===== config.mk =====
export PLATFORM = sky130hd
export DESIGN_NAME = switch_press_counter
export DESIGN_NICKNAME = d
export VERILOG_FILES = /design/src/rtl/switch_press_counter.sv
export SDC_FILE = /design/constraint.sdc
export NUM_CORES = 1
export LEC_CHECK = 0
export ABC_AREA = 1
export BUFFER_PORTS_ARGS = -buffer_cell sky130_fd_sc_hd__buf_2
export CAP_MARGIN = 10
export CORE_ASPECT_RATIO = 0.6
export CORE_UTILIZATION = 25
export DETAILED_ROUTE_END_ITERATION = 8
export HOLD_SLACK_MARGIN = 0.1
export PLACE_DENSITY = 0.37
export SYNTH_ARGS = -nofsm -noshare
export SYNTH_HDL_FRONTEND = slang
export SYNTH_SLANG_ARGS = --single-unit

===== constraint.sdc =====
create_clock -name clk_i -period 2 [get_ports clk_i]
set_clock_uncertainty 0.05 [all_clocks]
set_input_delay 0 -clock clk_i [delete_from_list [all_inputs] [get_ports clk_i]]
set_output_delay 0 -clock clk_i [all_outputs]
set_load 0.1 [all_outputs]

===== src/rtl/switch_press_counter.sv =====
`default_nettype none
// ============================================================================
// Module   : switch_press_counter
// Brief    : Synchronises and debounces a raw push-button, detects debounced
//            presses and keeps a wrapping 4-bit press count for the
//            seven-segment decoder.
// Revision : 1.0 - initial release
// ============================================================================
module switch_press_counter #(
    parameter int DEBOUNCE_LIMIT = 500000,
    parameter int WRAP_VALUE     = 15
) (
    input  logic       clk_i,
    input  logic       rst_i,
    input  logic       sw_i,
    output logic       sw_clean_o,
    output logic [3:0] count_o,
    output logic       count_valid_o,
    output logic       wrap_o
);

    // Debounce counter only has to reach DEBOUNCE_LIMIT-1.
    localparam int              c_cnt_w   = (DEBOUNCE_LIMIT > 1) ? $clog2(DEBOUNCE_LIMIT) : 1;
    localparam logic [c_cnt_w-1:0] c_cnt_max = c_cnt_w'(DEBOUNCE_LIMIT - 1);
    localparam logic [c_cnt_w-1:0] c_cnt_one = c_cnt_w'(1);
    localparam logic [3:0]      c_wrap    = 4'(WRAP_VALUE);

    logic               r_s1;
    logic               r_s2;
    logic               r_stable;
    logic               r_stable_d;
    logic [c_cnt_w-1:0] r_db_cnt;
    logic [3:0]         r_count;
    logic               r_valid;
    logic               r_wrap;
    logic               w_press;

    // A press is the rising edge of the debounced level; releases are ignored.
    assign w_press = r_stable & ~r_stable_d;

    // Two-flop synchroniser for the asynchronous switch input.
    always_ff @(posedge clk_i) begin
        if (rst_i) begin
            r_s1 <= 1'b0;
            r_s2 <= 1'b0;
        end else begin
            r_s1 <= sw_i;
            r_s2 <= r_s1;
        end
    end

    // Accept a new level only after it has persisted for DEBOUNCE_LIMIT cycles;
    // any return to the accepted level restarts the count.
    always_ff @(posedge clk_i) begin
        if (rst_i) begin
            r_stable <= 1'b0;
            r_db_cnt <= '0;
        end else if (r_s2 == r_stable) begin
            r_db_cnt <= '0;
        end else if (r_db_cnt == c_cnt_max) begin
            r_stable <= r_s2;
            r_db_cnt <= '0;
        end else begin
            r_db_cnt <= r_db_cnt + c_cnt_one;
        end
    end

    // Delayed copy of the debounced level for edge detection.
    always_ff @(posedge clk_i) begin
        if (rst_i) begin
            r_stable_d <= 1'b0;
        end else begin
            r_stable_d <= r_stable;
        end
    end

    // Wrapping press counter with single-cycle valid and wrap strobes.
    always_ff @(posedge clk_i) begin
        if (rst_i) begin
            r_count <= 4'd0;
            r_valid <= 1'b0;
            r_wrap  <= 1'b0;
        end else if (w_press) begin
            r_valid <= 1'b1;
            if (r_count == c_wrap) begin
                r_count <= 4'd0;
                r_wrap  <= 1'b1;
            end else begin
                r_count <= r_count + 4'd1;
                r_wrap  <= 1'b0;
            end
        end else begin
            r_valid <= 1'b0;
            r_wrap  <= 1'b0;
        end
    end

    assign sw_clean_o    = r_stable;
    assign count_o       = r_count;
    assign count_valid_o = r_valid;
    assign wrap_o        = r_wrap;

endmodule
`default_nettype wire

== Word level (Yosys, flattened, before mapping) ==
Cells that the tools add are included.
Operators by class
  $add $sub $neg: 2
  eq/ne operators: 3
  muxes and demuxes: 3
  bitwise operators: 4
  reductions and logical operators: 3
Operators with widths (count)
  19-bit by 1-bit adder with 19-bit output, second input constant: 1
  19-bit == test, second input constant: 1
  4-bit by 1-bit adder with 4-bit output, second input constant: 1
  4-bit == test, second input constant: 1
  4-bit 2-to-1 mux: 1
  1-bit NOT: 3
  3-bit OR reduction: 1
  1-bit 2-to-1 mux: 2
  2-bit AND reduction: 1
  2-bit OR reduction: 1
  1-bit bitwise AND: 1
  1-bit == test: 1
Word-level totals
  register bits after elaboration: 29
  output and inout port bits: 7
  word-level logic and storage cells: 23

== Depth between registers and ports, before layout ==
Gate-level depths: netlist (run 1).
  depth after elaboration: 4
  gate-level depth with buffers: 10

== Worst setup path before layout (run 1) ==
Ideal clock, no wire load.
  path kind: register to register
  start point: reg r_stable, in the netlist sw_clean_o
  end point: reg r_count[3], in the netlist count_o[3]
  library setup time: 0.117 ns
  arrival: 1.860 ns
  setup slack: -0.027 ns
  cell stages (with the launch flop): 8
  path buffers: 0
  cell sequence: dfxtp_1 inv_1 nor2_1 inv_1 nor3_1 nand2_1 nand2_1 nor2_1
On the way
  word-level cells in the longest chain between the ends: 1
RTL lines
  start: declaration: line 30  | logic r_stable;
  start signal: assignment: line 61  | r_stable <= r_s2;
  1-bit bitwise AND: line 39  | assign w_press = r_stable & ~r_stable_d;
  end signal: assignment: line 89  | r_count <= r_count + 4'd1;
  end: declaration: line 33  | logic [3:0] r_count;
No other way between the ends.
A chain may end at the register's enable or synchronous reset.

== Worst setup path in the final report (run 1) ==
  start point: reg r_db_cnt[0]
  end point: reg r_db_cnt[3]
On the way
  word-level cells in the longest chain between the ends: 2
  elaborated cells between the ends (all ways): 3
RTL lines
  start: declaration: line 32  | logic [c_cnt_w-1:0] r_db_cnt;
  start signal: assignment: line 64  | r_db_cnt <= r_db_cnt + c_cnt_one;
  branches (longest 2 deep; another with 19-bit by 1-bit adder with 19-bit output)
Several ways; the timed one is not identified.

==> implementation parameters, run 1 <==
Parameter                              Value

Timing
  Fin crit period ... 1.692 ns
  Share of the clock period used by the worst path after layout ... 84.62%
  Total negative slack for setup checks ... 0 ns
  Actual slew at the worst max-slew pin ... 0.4910 ns
  Max-slew violation count ... 0
  Tightest slew margin relative to the limit ... 67.49%
  Final count of negative-setup-slack endpoints ... 0
  Fmax ... 0.5909 GHz
  Setup repair after global routing missed its margin ... false
  Final Hold Viols ... 0

Flow run
  Count of max-cap constraint violations ... 0

Detailed routing
  Number of DRC violations after detailed routing ... 0
  Total number of vias ... 1241
  Final ANT Viol Nets ... 0
  Routed len/inst ... 11.49 um
  Vias per Instance ... 4.279
  Starting DRT DRC Count ... 38
  Drt first pass iters ... 4
  Post-detailed-routing wire length ... 3331 um

Synthesis
  Post-Synthesis Mean Instance Area ... 6.869 sq um
  Cell count after synthesis ... 202
  Post-synthesis register bit count ... 29
  Synthesized area ... 1388 sq um
  Share of the yosys chip area belonging to registers ... 41.84%
  Total nets after synthesis ... 207
  Total number of yosys warnings ... 0
  Post-synth cell types ... 22

Power and ir drop
  Peak VDD IR ... 175.5 uV
  Logic gate share of total power ... 2.0%
  Clk network pwr share ... 43.3%
  Total leakage power ... 0.0005728 uW
  Sw Pwr ... 232.6 uW
  Pwr Density ... 647.8 nW/um^2
  Switching part of the total power ... 21.89%
  Sequential Power Share ... 54.8%
  Power Internal ... 830.0 uW

Final layout
  Number of non-filler instances in the completed layout ... 290
  Fraction of final layout cells with drive strength greater than 1 ... 11.61%
  Commonest cells after routing, fill and taps aside ... sky130_fd_sc_hd__nand2_1, sky130_fd_sc_hd__nor2_1, sky130_fd_sc_hd__dfxtp_1
  Fin nets ... 228
  Cell area after layout ... 1640 sq um
  Antenna diode count ... 0
  Share of the core filled with cells in the final layout ... 31.51%
  Area growth from synthesis to final layout ... 18.21%
  Most frequent standard cell in the layout excluding fill and tap cells ... sky130_fd_sc_hd__nand2_1

Clock tree
  TritonCTS Buffers ... 5
  Count of H-tree levels built during CTS ... 2
  Reg clk slew, reported paths ... 0.06 ns
  TritonCTS sink count ... 29
  Clock Path Buffers ... 2
  Root buffer cell ... sky130_fd_sc_hd__clkbuf_8
  Number of buffers added for setup after CTS ... 0
  Skew-Pair Late Insertion Delay ... 0.28 ns
  Post-CTS Hold Buffers ... 3
  CTS tree ... built
  Resize count post-CTS ... 0

Die
  Starting density of the core ... 26.66%
  Top-Level Pins ... 10
  Die span in y ... 59.71 um
  Die area ... 5862 sq um
  Die boundary width ... 98.18 um
  Core outline area ... 5205 sq um
  Std cell rows ... 20

Critical path
  Required time worst endpoint ... 2.12 ns
  Critical path arrival ... 1.81 ns
  Highest net fanout along the worst path ... 7
  Type of element launching the critical path ... flip-flop
  CP Class ... reg -> reg
  Element type at the critical path end ... flip-flop

GRT
  Largest net degree at the start of global routing ... 10
  Overall overflow remaining after global route ... 0
  Antenna violations before repair ... 0
  First-pass GRT wire length ... 5478 um
  GRT Total Usage ... 12.95%
  Number of global-route vias before repair ... 1093

Status
  Result of the run ... finished, final reports clean

Place
  Post-DP Area ... 1528 sq um
  Final estimated routing congestion in global placement ... 0.8259
  Total instance count after detailed placement ... 279
  Count of input and output buffers ... 9
  Sum of net half-perimeters after detailed placement ... 2683 um

Hold path
  Class of the tightest hold or removal check ... reg -> reg
==> kinds of logic (layout without fill, tap and decap cells) <==
| kind of cell | after synthesis | after routing | share of synthesized area, % |
|---|---|---|---|
| fa+ha+maj | 2 | 2 | 1.803 |
| buf+inv | 25 | 47 | 7.393 |
| flops | 29 | 29 | 41.84 |
| simple gates | 123 | 123 | 37.42 |
| compound gates | 15 | 15 | 6.493 |
| xor+xnor | 8 | 8 | 5.050 |
==> through the flow <==
step,power [uW],hold WS (ns),setup slack (ns)
2_1_floorplan,603.7,0.02118,0.1002
3_3_place_gp,610.9,0.1615,0.4021
3_5_place_dp,611.3,0.1712,0.3366
4_1_cts,1079,0.3677,0.3218
5_1_grt,1109,0.3842,0.2040
6_report,1063,0.3604,0.3077
==> cell type report <==
cell class / instances / area [sq um]
clock buffers: 6 / 72.57
inverters: 24 / 91.34
fillers: 576 / 3565
flip-flops and latches: 29 / 581.8
well taps: 66 / 82.58
multi-input cells: 148 / 704.4
repair buffers: 15 / 97.59
clock inverters: 2 / 10.01
==> registers in the layout, indices dropped and copies added (netlist names) <==
register	flops
wrap_o	1
count_valid_o	1
r_s1	1
sw_clean_o	1
count_o	4
r_s2	1
r_stable_d	1
r_db_cnt	19
==> synth_stat cells <==
cell	instances	area share, %
sky130_fd_sc_hd__a21oi_1	7	2.5
sky130_fd_sc_hd__nand4_1	5	2.3
sky130_fd_sc_hd__buf_6	1	0.81
sky130_fd_sc_hd__o21ai_4	1	1.2
sky130_fd_sc_hd__nand3_2	2	1.4
sky130_fd_sc_hd__nor3b_1	1	0.54
sky130_fd_sc_hd__a21oi_2	1	0.63
sky130_fd_sc_hd__o21ai_0	6	2.2
sky130_fd_sc_hd__nor2_1	47	13
sky130_fd_sc_hd__xnor2_1	2	1.3
sky130_fd_sc_hd__nor3_1	5	1.8
sky130_fd_sc_hd__clkinv_2	1	0.36
sky130_fd_sc_hd__nand2_1	52	14
sky130_fd_sc_hd__ha_1	2	1.8
sky130_fd_sc_hd__dfxtp_1	29	42
sky130_fd_sc_hd__and2_0	1	0.45
sky130_fd_sc_hd__inv_1	23	6.2
sky130_fd_sc_hd__or2_2	1	0.45
sky130_fd_sc_hd__nand3_1	6	2.2
sky130_fd_sc_hd__xor2_1	6	3.8
sky130_fd_sc_hd__and2_1	1	0.45
sky130_fd_sc_hd__nand3b_1	2	1.1
==> worst max-delay path: stages, from the launching register on <==
cell	delay [ns]
sky130_fd_sc_hd__dfxtp_1	0.41
sky130_fd_sc_hd__ha_1	0.24
sky130_fd_sc_hd__nand3_2	0.14
sky130_fd_sc_hd__clkinv_2	0.11
sky130_fd_sc_hd__nand3_2	0.12
sky130_fd_sc_hd__o21ai_4	0.26
sky130_fd_sc_hd__buf_4	0.20
sky130_fd_sc_hd__nor2_1	0.05
==> per-layer routing <==
layer / GRT usage (%) / wire length [um] / up-vias / share of wire [%]
met5: 0 / 0 / - / 0
met1: 20.56 / 2014 / 544 / 60
met2: 14.99 / 1125 / 22 / 34
met3: 4.561 / 158 / 4 / 4.7
li1: - / - / 671 / -
met4: 4.478 / 32 / 0 / 0.96
==> final timing paths <==
kind                               start                endpoint  slack [ns]  depth (start not counted)
setup / recovery  r_db_cnt[0]$_SDFF_PP0_  r_db_cnt[3]$_SDFF_PP0_        0.31                          7
hold / removal           r_s1$_SDFF_PP0_         r_s2$_SDFF_PP0_        0.36                          2
hold reg to reg          r_s1$_SDFF_PP0_         r_s2$_SDFF_PP0_        0.36                          2
setup reg to reg  r_db_cnt[0]$_SDFF_PP0_  r_db_cnt[3]$_SDFF_PP0_        0.31                          7
==> power by group through the flow <==
stage | sequential [uW] | combinational (uW) | clock (uW)
2_1_floorplan | 594 | 9.67 | 0
3_3_place_gp | 595 | 16.3 | 0
3_5_place_dp | 595 | 16.7 | 0
4_1_cts | 582 | 21.0 | 477
5_1_grt | 582 | 23.2 | 504
6_report | 582 | 20.8 | 460
Note: power is estimated with default switching activity, not from simulation.
==> inputs of run 2 (changes only) <==
- clock period: 2 -> 1.7 ns (I/O delays scaled with it)
==> run 2 against run 1 <==
- clock power rose by 62%
- critical path depth did not move
- global-route usage fell by 0.11 points
- utilization rose by 1.1 points
- sequential power rose by 17%
- first-iteration DRC count rose by 74%
- largest power group is now the clock network
- non-clock buffer count rose by 1
- highest routed layer unchanged
- wire length fell by 2.9%
- worst setup slack got worse by 0.14 ns
- final cell count rose by 0.34%
- sequential cell count did not move
==> implementation parameters, run 2 (same netlist as run 1, synthesis figures left out) <==
Parameter                              Value

Final layout
  Largest register FFs ... 19
  Fin nets ... 229
  Cell area after layout ... 1698 sq um
  Commonest cells after routing, fill and taps aside ... sky130_fd_sc_hd__nand2_1, sky130_fd_sc_hd__nor2_1, sky130_fd_sc_hd__dfxtp_1
  FILL cells ... 572
  Fraction of final layout cells with drive strength greater than 1 ... 13.33%
  Antenna diode count ... 0
  Biggest register ... r_db_cnt
  Area growth from synthesis to final layout ... 22.36%
  Most frequent standard cell in the layout excluding fill and tap cells ... sky130_fd_sc_hd__nand2_1

Timing
  Tightest slew margin relative to the limit ... 67.53%
  Final count of negative-setup-slack endpoints ... 0
  Total negative slack for setup checks ... 0 ns
  Share of the clock period used by the worst path after layout ... 90.30%
  Fmax ... 0.6514 GHz
  Worst setup slack after layout ... 0.1649 ns
  Max-slew violation count ... 0
  Actual slew at the worst max-slew pin ... 0.4904 ns
  Fin crit period ... 1.535 ns
  Post-route worst hold slack ... 0.3631 ns
  Setup repair after global routing missed its margin ... false
  Final Hold Viols ... 0

Critical path
  Endpoint of the worst-slack reg-to-reg timing path ... r_db_cnt[18]$_SDFF_PP0_
  Crit-path most repeated cell ... sky130_fd_sc_hd__nand3_2
  Highest net fanout along the worst path ... 17
  Type of element launching the critical path ... flip-flop
  Cell with the largest stage delay on the worst path ... sky130_fd_sc_hd__dfxtp_1
  Critical register-to-register path startpoint ... r_db_cnt[1]$_SDFF_PP0_
  CP Class ... reg -> reg
  Element type at the critical path end ... flip-flop
  Source of the critical timing path ... r_db_cnt[1]$_SDFF_PP0_
  Sequence of cells on the critical path ... ha_1 > nand3_2 > clkinv_2 > nand3_2 > o21ai_4 > buf_12 > a21oi_1
  Worst path max stage delay ... 0.35 ns
  End of the critical path ... r_db_cnt[18]$_SDFF_PP0_
  Critical path arrival ... 1.66 ns
  Setup slack on the worst flop-to-flop path ... 0.16 ns
  Required time worst endpoint ... 1.82 ns
  Reg2reg path depth ... 7

Clock tree
  Clock Path Buffers ... 2
  Post-CTS Hold Buffers ... 3
  Skew-Pair Late Insertion Delay ... 0.28 ns
  Reg clk slew, reported paths ... 0.06 ns
  TritonCTS Buffers ... 5
  Resize count post-CTS ... 0
  Count of H-tree levels built during CTS ... 2
  Number of buffers added for setup after CTS ... 0
  Root buffer cell ... sky130_fd_sc_hd__clkbuf_8
  TritonCTS sink count ... 29
  CTS tree ... built

Place
  Sum of net half-perimeters after detailed placement ... 2477 um
  Final estimated routing congestion in global placement ... 0.7304
  Count of input and output buffers ... 9
  Post-DP Area ... 1551 sq um
  Worst slack at placement ... 0.1754 ns

Die
  Std cell rows ... 20
  Starting density of the core ... 26.66%
  Top-Level Pins ... 10
  Die area ... 5862 sq um
  Core outline area ... 5205 sq um
  Die span in y ... 59.71 um
  Die boundary width ... 98.18 um

Power and ir drop
  Sequential Power Share ... 46.9%
  Pwr Density ... 858.4 nW/um^2
  PnR Total Power ... 1457 uW
  Power Internal ... 1172 uW
  Peak VDD IR ... 259.7 uV
  Clk network pwr share ... 51.2%
  Switching part of the total power ... 19.57%
  Sw Pwr ... 285.2 uW
  Total leakage power ... 0.0006007 uW
  Logic gate share of total power ... 1.9%

Detailed routing
  Total number of vias ... 1231
  Drt first pass iters ... 4
  Final ANT Viol Nets ... 0
  Starting DRT DRC Count ... 66
  Post-detailed-routing wire length ... 3235 um
  Number of DRC violations after detailed routing ... 0
  Vias per Instance ... 4.230
  Routed len/inst ... 11.12 um

Flow run
  Count of max-cap constraint violations ... 0

GRT
  Number of global-route vias before repair ... 1103
  GRT Total Usage ... 12.84%
  Overall overflow remaining after global route ... 0
  Largest net degree at the start of global routing ... 18
  First-pass GRT wire length ... 5499 um
  Antenna violations before repair ... 0

Status
  Result of the run ... finished, final reports clean

Hold path
  Class of the tightest hold or removal check ... reg -> reg
run 2: changes by cell type in the layout (fill, tap and decap cells not counted), sizes merged:
cell | previous run | this run
clkinv | 3 | 1
buf | 12 | 13
bufinv | 0 | 1
clkbuf | 6 | 7
run 2: metrics by stage:
step	utilization, %	cells
after detailed placement	29.81	280
after global placement	29.81	280
after floorplan	-	202
after CTS	32.62	291
final	32.62	291
after global routing	32.62	291
run 2: cell type report:
| cell class | instances | area, sq um | area share [%] |
|---|---|---|---|
| clock inverter | 1 | 30.03 | 1.769 |
| clock buffer | 7 | 86.33 | 5.085 |
| sequential | 29 | 585.6 | 34.49 |
| tap | 66 | 82.58 | 4.864 |
| timing repair buffer | 16 | 117.6 | 6.927 |
| multi-input combinational | 148 | 704.4 | 41.49 |
| inverter | 24 | 91.34 | 5.380 |
run 2: worst min-delay path by stage:
stage                               start  slack, ns                       to  depth (start not counted)
final                     r_s1$_SDFF_PP0_       0.36          r_s2$_SDFF_PP0_                          2
after global routing      r_s1$_SDFF_PP0_       0.40          r_s2$_SDFF_PP0_                          2
after CTS                 r_s1$_SDFF_PP0_       0.37          r_s2$_SDFF_PP0_                          2
after detailed placement             sw_i       0.17          r_s1$_SDFF_PP0_                          3
after global placement               sw_i       0.15          r_s1$_SDFF_PP0_                          3
after floorplan                     rst_i       0.02  count_o[2]$_SDFFE_PP0N_                          1
run 2: per-layer routing:
layer  wire length [um]  vias up  track usage, %
met3                170        8           4.444
met5                  0        -               0
met2               1044       18           14.79
li1                   -      674               -
met1               1965      531           20.00
met4                 55        0           5.757
run 2: power groups by stage:
stage / Combinational (uW) / Clock (uW) / Sequential, uW
floorplan: 11.4 / 0 / 699
global placement: 22.7 / 0 / 699
detailed placement: 22.6 / 0 / 699
CTS: 27.9 / 770 / 683
global route: 31.4 / 803 / 683
finish: 27.4 / 747 / 683
run 2: worst max-delay path, delay by kind of cell, from the launching register on:
kind	cells	cell delay, ns
AOI/OAI and AO/OA	2	0.24
adders and majority gates	1	0.21
buffers and inverters	2	0.29
and+or+nand+nor	2	0.28
DFF	1	0.35
==> inputs of run 3 (changes only) <==
- GPL_TIMING_DRIVEN: unset -> 0
==> run 3 against run 2 <==
- hold slack got worse by 0.00073 ns
- sequential power about the same
- wire length up 6.7%
- register-to-register slack worse by 0.04 ns
- clock power barely moved
- power is 0.33% higher
- critical path depth unchanged
- critical endpoint is now r_db_cnt[14]$_SDFF_PP0_
==> implementation parameters, run 3 (same netlist as run 1, synthesis figures left out) <==
Parameter                              Value

Status
  Result of the run ... finished, final reports clean

Critical path
  Cell with the largest stage delay on the worst path ... sky130_fd_sc_hd__dfxtp_4
  CP Class ... reg -> reg
  Element type at the critical path end ... flip-flop
  Type of element launching the critical path ... flip-flop
  Critical path arrival ... 1.69 ns
  Endpoint of the worst-slack reg-to-reg timing path ... r_db_cnt[14]$_SDFF_PP0_
  Worst path max stage delay ... 0.38 ns
  Reg2reg path depth ... 7
  Sequence of cells on the critical path ... ha_2 > nand3_4 > clkinv_2 > nand3_2 > o21ai_4 > buf_4 > a21oi_1
  Category of cells accounting for the largest share of critical-path delay ... flip-flops
  Required time worst endpoint ... 1.81 ns
  Highest net fanout along the worst path ... 6
  Path length in cells of the critical path ... 7
  Setup slack on the worst flop-to-flop path ... 0.13 ns
  Total buffers and inverters traversed by the critical path ... 2
  Critical register-to-register path startpoint ... r_db_cnt[0]$_SDFF_PP0_

Timing
  Actual slew at the worst max-slew pin ... 0.4885 ns
  Setup repair after global routing missed its margin ... false
  Max-slew violation count ... 0
  Final Hold Viols ... 0
  Fmax ... 0.6361 GHz
  Share of the clock period used by the worst path after layout ... 92.48%
  Tightest slew margin relative to the limit ... 67.66%
  Final count of negative-setup-slack endpoints ... 0
  Fin crit period ... 1.572 ns

Hold path
  Worst Min Path Start ... r_s1$_SDFF_PP0_
  Hold Path Depth ... 2
  Hold worst-path end ... r_s2$_SDFF_PP0_
  Class of the tightest hold or removal check ... reg -> reg

Final layout
  Cell area after layout ... 1714 sq um
  FILL cells ... 579
  Share of the core filled with cells in the final layout ... 32.93%
  Commonest cells after routing, fill and taps aside ... sky130_fd_sc_hd__nand2_1, sky130_fd_sc_hd__nor2_1, sky130_fd_sc_hd__inv_1, sky130_fd_sc_hd__dfxtp_1, sky130_fd_sc_hd__buf_2
  Biggest register ... r_db_cnt
  Area growth from synthesis to final layout ... 23.53%
  Antenna diode count ... 0
  Most frequent standard cell in the layout excluding fill and tap cells ... sky130_fd_sc_hd__nand2_1
  Largest register FFs ... 19
  Fraction of final layout cells with drive strength greater than 1 ... 15.11%
  Fin nets ... 229

GRT
  GRT Total Usage ... 12.99%
  Antenna violations before repair ... 0
  First-pass GRT wire length ... 5637 um
  Overall overflow remaining after global route ... 0
  Largest net degree at the start of global routing ... 11
  Number of global-route vias before repair ... 1115

Die
  Die area ... 5862 sq um
  Die span in y ... 59.71 um
  Core outline area ... 5205 sq um
  Die boundary width ... 98.18 um
  Std cell rows ... 20
  Top-Level Pins ... 10
  Starting density of the core ... 26.66%

Place
  Final estimated routing congestion in global placement ... 0.7745
  Post-DP Area ... 1520 sq um
  Sum of net half-perimeters after detailed placement ... 2559 um
  Count of input and output buffers ... 9

Detailed routing
  Starting DRT DRC Count ... 118
  Total number of vias ... 1264
  Routed len/inst ... 11.86 um
  Post-detailed-routing wire length ... 3451 um
  Final ANT Viol Nets ... 0
  Number of DRC violations after detailed routing ... 0
  Drt first pass iters ... 4
  Vias per Instance ... 4.344

Flow run
  Count of max-cap constraint violations ... 0

Clock tree
  Clock Path Buffers ... 2
  Root buffer cell ... sky130_fd_sc_hd__clkbuf_8
  Skew-Pair Late Insertion Delay ... 0.28 ns
  TritonCTS sink count ... 29
  Reg clk slew, reported paths ... 0.07 ns
  TritonCTS Buffers ... 5
  Count of H-tree levels built during CTS ... 2
  CTS tree ... built

Power and ir drop
  Pwr Density ... 853.0 nW/um^2
  Peak VDD IR ... 308.6 uV
  Total leakage power ... 0.0005943 uW
run 3: cell counts in the layout (fill, tap and decap cells not counted):
No cell type changed its count.
run 3: worst max-delay path by stage:
stage / start / endpoint / slack [ns]
6_report: r_db_cnt[0]$_SDFF_PP0_ / r_db_cnt[14]$_SDFF_PP0_ / 0.13
2_1_floorplan: sw_clean_o$_SDFFE_PP0P_ / count_o[3]$_SDFFE_PP0N_ / 0.02
3_5_place_dp: r_db_cnt[0]$_SDFF_PP0_ / r_db_cnt[12]$_SDFF_PP0_ / -0.10
5_1_grt: r_db_cnt[0]$_SDFF_PP0_ / r_db_cnt[13]$_SDFF_PP0_ / 0.006
3_3_place_gp: r_db_cnt[0]$_SDFF_PP0_ / r_db_cnt[12]$_SDFF_PP0_ / -0.12
4_1_cts: r_db_cnt[0]$_SDFF_PP0_ / r_db_cnt[11]$_SDFF_PP0_ / 0.005
run 3: worst reg2reg max path, delay by kind of cell (launching register included):
kind	cells	cell delay, ns
adders and majority gates	1	0.22
DFF	1	0.38
and+or+nand+nor	2	0.23
AOI/OAI and AO/OA	2	0.31
buffers and inverters	2	0.28
run 3: metrics by stage:
step | instances | TNS (ns) | power (uW) | worst slack, ns | hold WS (ns)
after global routing | 291 | 0 | 1518 | 0.005731 | 0.4017
after global placement | 277 | -1.125 | 719.0 | -0.1191 | 0.1539
after CTS | 290 | 0 | 1470 | 0.005005 | 0.3652
final | 291 | 0 | 1462 | 0.1279 | 0.3624
after detailed placement | 277 | -0.9854 | 718.9 | -0.1041 | 0.1621
after floorplan | 202 | 0 | 710.2 | 0.02362 | 0.01869
run 3: area by class of cell:
class                      instances  area (sq um)  area share (%)
multi-input combinational        148         716.9           41.82
buffer                             1         11.26          0.6569
clock buffer                       7         86.33           5.037
tap                               66         82.58           4.818
inverter                          24         91.34           5.328
sequential                        29         590.6           34.45
clock inverter                     1         30.03           1.752
timing repair buffer              15         105.1           6.131
run 3: metal layers:
metal  routed length, um  track usage, %
met4                  39           3.838
met5                   0               0
met2                1184           15.69
met1                2030           20.51
met3                 196           4.327
run 3: repair_timing:
item | CTS | global route
setup buffers | 2 | 0
endpoints found under the hold margin | 7 | 0
gates cloned | 0 | 1
pin swaps | 1 | 1
endpoints found under the setup margin | 10 | 20
gates resized for setup | 0 | 10
hold buffers | 3 | 0
run 3: report_power, final:
| group | switching [uW] | internal (uW) |
|---|---|---|
| sequential | 1.88 | 681 |
| clock | 272 | 478 |
| combinational | 15.6 | 13.8 |
| total | 290 | 1170 |
